### src/rtl/shared_adder_arbiter.sv
// shared_adder_arbiter
// Two requesters share one registered WIDTH-bit adder. A one-entry result
// register with back-pressure holds the sum, its carry and the ID of the
// winning port. Arbitration is round-robin or fixed priority (port 0 wins).
//
// state    | meaning
// ---------+-----------------------------------------------
// ST_EMPTY | result register empty, resp_valid = 0
// ST_FULL  | result register holds a result, resp_valid = 1

module shared_adder_arbiter #(
  parameter int WIDTH         = 32,
  parameter int PRIORITY_MODE = 0
) (
  input  logic             clk,
  input  logic             rst_n,
  input  logic             req0_valid,
  output logic             req0_ready,
  input  logic [WIDTH-1:0] req0_a,
  input  logic [WIDTH-1:0] req0_b,
  input  logic             req1_valid,
  output logic             req1_ready,
  input  logic [WIDTH-1:0] req1_a,
  input  logic [WIDTH-1:0] req1_b,
  output logic             resp_valid,
  input  logic             resp_ready,
  output logic             resp_id,
  output logic [WIDTH-1:0] resp_result,
  output logic             resp_carry,
  output logic             busy
);

  typedef enum logic {ST_EMPTY = 1'b0, ST_FULL = 1'b1} state_t;

  state_t           state;
  state_t           state_nxt;
  logic             rr_ptr;     // port preferred on the next contended grant
  logic             slot_free;
  logic             grant;
  logic             gnt_id;
  logic [WIDTH-1:0] sel_a;
  logic [WIDTH-1:0] sel_b;
  logic [WIDTH:0]   sum;

  // Arbitration: pick a winner and decide whether the slot can take it.
  // rst_n gates the grant so the ready outputs read 0 during reset.
  always_comb begin
    slot_free = (state == ST_EMPTY) || resp_ready;
    grant     = rst_n && slot_free && (req0_valid || req1_valid);
    if (req0_valid && req1_valid) begin
      gnt_id = (PRIORITY_MODE != 0) ? 1'b0 : rr_ptr;
    end else begin
      gnt_id = req1_valid;
    end
  end

  // Single shared adder fed by the granted port's operands.
  always_comb begin
    sel_a = gnt_id ? req1_a : req0_a;
    sel_b = gnt_id ? req1_b : req0_b;
    sum   = {1'b0, sel_a} + {1'b0, sel_b};
  end

  // State register.
  always_ff @(posedge clk or negedge rst_n) begin
    if (!rst_n) begin
      state <= ST_EMPTY;
    end else begin
      state <= state_nxt;
    end
  end

  // Next-state: a grant always (re)fills the slot; a drain without a grant empties it.
  always_comb begin
    state_nxt = state;
    case (state)
      ST_EMPTY: if (grant) state_nxt = ST_FULL;
      ST_FULL: begin
        if (grant) begin
          state_nxt = ST_FULL;
        end else if (resp_ready) begin
          state_nxt = ST_EMPTY;
        end
      end
      default: state_nxt = ST_EMPTY;
    endcase
  end

  // Outputs: handshake readies and status. busy is held low in reset so
  // every output reads 0 while rst_n is asserted.
  always_comb begin
    resp_valid = (state == ST_FULL);
    req0_ready = grant && !gnt_id;
    req1_ready = grant && gnt_id;
    busy       = rst_n && (resp_valid || req0_valid || req1_valid);
  end

  // Result register: loaded on the granting edge, held otherwise (covers stall).
  always_ff @(posedge clk or negedge rst_n) begin
    if (!rst_n) begin
      resp_result <= '0;
      resp_carry  <= 1'b0;
      resp_id     <= 1'b0;
    end else if (grant) begin
      resp_result <= sum[WIDTH-1:0];
      resp_carry  <= sum[WIDTH];
      resp_id     <= gnt_id;
    end
  end

  // Round-robin pointer: moves only on an actual grant, to the other port.
  always_ff @(posedge clk or negedge rst_n) begin
    if (!rst_n) begin
      rr_ptr <= 1'b0;
    end else if (grant) begin
      rr_ptr <= ~gnt_id;
    end
  end

endmodule

### config.mk
export PLATFORM = sky130hd
export DESIGN_NAME = shared_adder_arbiter
export DESIGN_NICKNAME = d
export VERILOG_FILES = /design/src/rtl/shared_adder_arbiter.sv
export SDC_FILE = /design/constraint.sdc
export NUM_CORES = 1
export LEC_CHECK = 0
export CORE_MARGIN = 10
export CORE_UTILIZATION = 47
export CTS_CLUSTER_DIAMETER = 60
export DETAILED_ROUTE_END_ITERATION = 16
export GPL_ROUTABILITY_DRIVEN = 0
export GPL_TIMING_DRIVEN = 0
export PLACE_DENSITY = 0.9
export SLEW_MARGIN = 10
export SYNTH_ARGS = -nofsm -noshare
export SYNTH_HDL_FRONTEND = slang
export SYNTH_SLANG_ARGS = --single-unit
### constraint.sdc
create_clock -name clk -period 8.9 [get_ports clk]
set_input_delay 0.89 -clock clk [delete_from_list [all_inputs] [get_ports clk]]
set_output_delay 0.89 -clock clk [all_outputs]
set_load 0.01 [all_outputs]
==> impl_metrics.ini <==
[cts]
cts_max_level = 2
cts_resized = 0
clock_latency_ns = 0.29
cts_tree = built
post_cts.repair.setup_buffers = 0
path_clk_slew_ns = 0.06
clockBufferDepth = 2
clock-sinks = 36
postCtsHoldBufs = 0
cts_buffers = 5
ctsRootBufferMaster = clkbuf_8

[timing]
drv_slew = 0
tightestPinTransition_ns = 0.804
max_freq_mhz = 169
post-route-period-util = 0.664
period_needed_ns = 5.91
fin_skew_ns = 0.00413
tns_ns = 0
max-slew-margin-rel = 0.464
hold_viol = 0
setup_viol = 0
rsz0062_at_grt = no

[finish]
layout-drive-gt1-share = 0.135
num_antenna_cells = 0
finalNonFillerCells = 736
area_delta_synth_final_pct = 48.3
layout.nets = 797

[critical_path]
reg2reg_depth = 13
arrival_ns = 6.07
endpoint_kind = flop
worst-path-max-fanout = 10
startpoint_type = input pin
path_class = in2reg
cp.required_ns = 9.06

[yosys]
yosysWarnings = 0
synth_ff_type = dfrtp_1
synth_seq_area_share = 0.228
syn_inst = 454
synth_seq_cells = 36
ys_types = 55
yosysMostFrequentCell = mux2_2
yosysTopAreaCell = dfrtp_1
synthTopCellsByCount = 64 x mux2_2, 53 x nand2_1, 36 x dfrtp_1, 35 x a21oi_1
synthArstFlopShare = 1.00
synth_edf_count = 0
synth_area_per_cell_um2 = 8.70
synth_nets = 620
synth.area.top_cells = dfrtp_1 23%, mux2_2 18%, ha_1 10%
synth_top_area_frac = 0.228
syn_area_um2 = 3950

[global_routing]
antenna_found_initial = 0
overflow = 0
grt_pass1_wl_um = 21900
grt_pass1_vias = 4421
grt_usage = 0.207
grt_max_degree = 39

[drt]
drtAntennaViolNets = 0
wl_per_cell_um = 18.3
vias = 4375
drt-pass1-iter-count = 5
remaining_drc_errors = 0
wl_um = 13500
viasPerCell = 5.94
drtIter0Drc = 291

[die]
fp.dieH_um = 112
core.rowCount = 33
start_util = 0.481
floorplan.io_pins = 171
dieArea_um2 = 12500
fp.coreArea_um2 = 8220
fp.dieW_um = 112

[pwr]
peakVddDrop_mv = 0.0679
power.density_nw_per_um2 = 164
cellLeakagePower_nw = 2.44

[placement]
hpwl_um = 11400
portBuffers = 170
dp_cells = 729

[worst_hold_path]
hp-class = reg2reg
holdPathStages = 2

[run]
drv_cap = 0

[outcome]
status = completed
critical path, cell delays in order:
cell and delay (ns):
clkdlybuf4s50_1 0.51, inv_1 0.05, o21ai_0 0.48, clkbuf_1 0.54, clkbuf_1 0.64, mux2_2 0.41
ha_1 0.23, fa_1 0.41, a21oi_1 0.31, o21ai_1 0.20, a221oi_2 0.46, a2111oi_1 0.17
a211oi_2 0.45, xor2_1 0.22, o21ai_1 0.08
layout by cell type, fill, tap and decap left out, types with 4 or more instances in the layout:
| cell type | synthesis | final |
|---|---|---|
| clkbuf_1 | 18 | 19 |
| o21a_1 | 5 | 5 |
| dfrtp_1 | 36 | 36 |
| a21o_1 | 20 | 20 |
| o21bai_1 | 6 | 6 |
| o21ai_0 | 32 | 32 |
| and2_1 | 5 | 5 |
| nand4_1 | 13 | 13 |
| xor2_1 | 14 | 14 |
| clkdlybuf4s50_1 | 0 | 169 |
| nor2b_1 | 4 | 4 |
| a211o_1 | 4 | 4 |
| buf_2 | 4 | 5 |
| nand2_1 | 53 | 53 |
| o211ai_1 | 7 | 7 |
| nor3_1 | 6 | 6 |
| ha_1 | 32 | 32 |
| and3_1 | 6 | 6 |
| o21ai_1 | 11 | 11 |
| nand2b_1 | 4 | 4 |
| clkbuf_8 | 0 | 5 |
| inv_1 | 4 | 4 |
| a221o_1 | 4 | 4 |
| xnor2_1 | 9 | 9 |
| a21oi_1 | 35 | 35 |
| nor2_1 | 18 | 18 |
| mux2_2 | 64 | 64 |
| a31oi_1 | 5 | 5 |
path summary, 6_finish.rpt:
kind                                             from                          end  slack, ns
max                                        req0_valid  resp_result[24]$_DFFE_PN0P_       2.99
min                        resp_result[1]$_DFFE_PN0P_   resp_result[1]$_DFFE_PN0P_       0.48
max reg2reg                        rr_ptr$_DFFE_PN0P_  resp_result[24]$_DFFE_PN0P_       3.76
min reg2reg                resp_result[1]$_DFFE_PN0P_   resp_result[1]$_DFFE_PN0P_       0.48
max in group asynchronous                       rst_n  resp_result[16]$_DFFE_PN0P_       7.70
min in group asynchronous                       rst_n       resp_carry$_DFFE_PN0P_       0.69
cells by family (layout without fill, tap and decap cells):
| family | count (synthesis) | count (layout) | synth area share |
|---|---|---|---|
| AOI/OAI and AO/OA | 151 | 151 | 0.256 |
| xor gates and xnor gates | 23 | 23 | 0.0510 |
| muxes | 64 | 64 | 0.183 |
| DFF | 36 | 36 | 0.228 |
| adders and majority gates | 33 | 33 | 0.106 |
| and+or+nand+nor | 118 | 118 | 0.141 |
| buffers and inverters | 29 | 206 | 0.0349 |
where the power goes:
group | total [W] | internal, W | switching, W
Clock | 0.000106 | 0.0000531 | 0.0000527
Combinational | 0.000608 | 0.000309 | 0.000300
Sequential | 0.000248 | 0.000218 | 0.0000304
Total | 0.000962 | 0.000580 | 0.000383
cell type report:
class                   count  area, um2
repair buffers            170       1700
fillers                   635       2360
flip-flops and latches     36        901
plain buffers              25        123
well taps                 105        131
clock buffers               6       72.6
inverters                   4       15.0
clock inverters             1       5.00
multi-input cells         389       2910
per-stage QoR:
stage	power [W]	utilization	hold WS [ns]	worst slack [ns]	instance area [um2]
floorplan	0.000584	-	0.461	4.54	3950
global placement	0.000829	0.704	0.459	2.78	5780
detailed placement	0.000851	0.703	0.463	2.71	5780
CTS	0.000960	0.713	0.480	3.01	5850
global route	0.00103	0.713	0.510	2.62	5850
finish	0.000962	0.713	0.479	2.99	5850
flip-flops by register name, summed over array words and instances (netlist names):
name	flops
resp_id	1
rr_ptr	1
resp_valid	1
resp_carry	1
resp_result	32
metal layers:
layer,up-vias,GRT usage,share of wire
met2,228,0.376,0.52
met1,2068,0.238,0.38
li1,2052,-,-
met4,0,0.0557,0.019
met5,-,0,0
met3,27,0.0419,0.081
No activity file was read; power rests on OpenSTA's default activity.
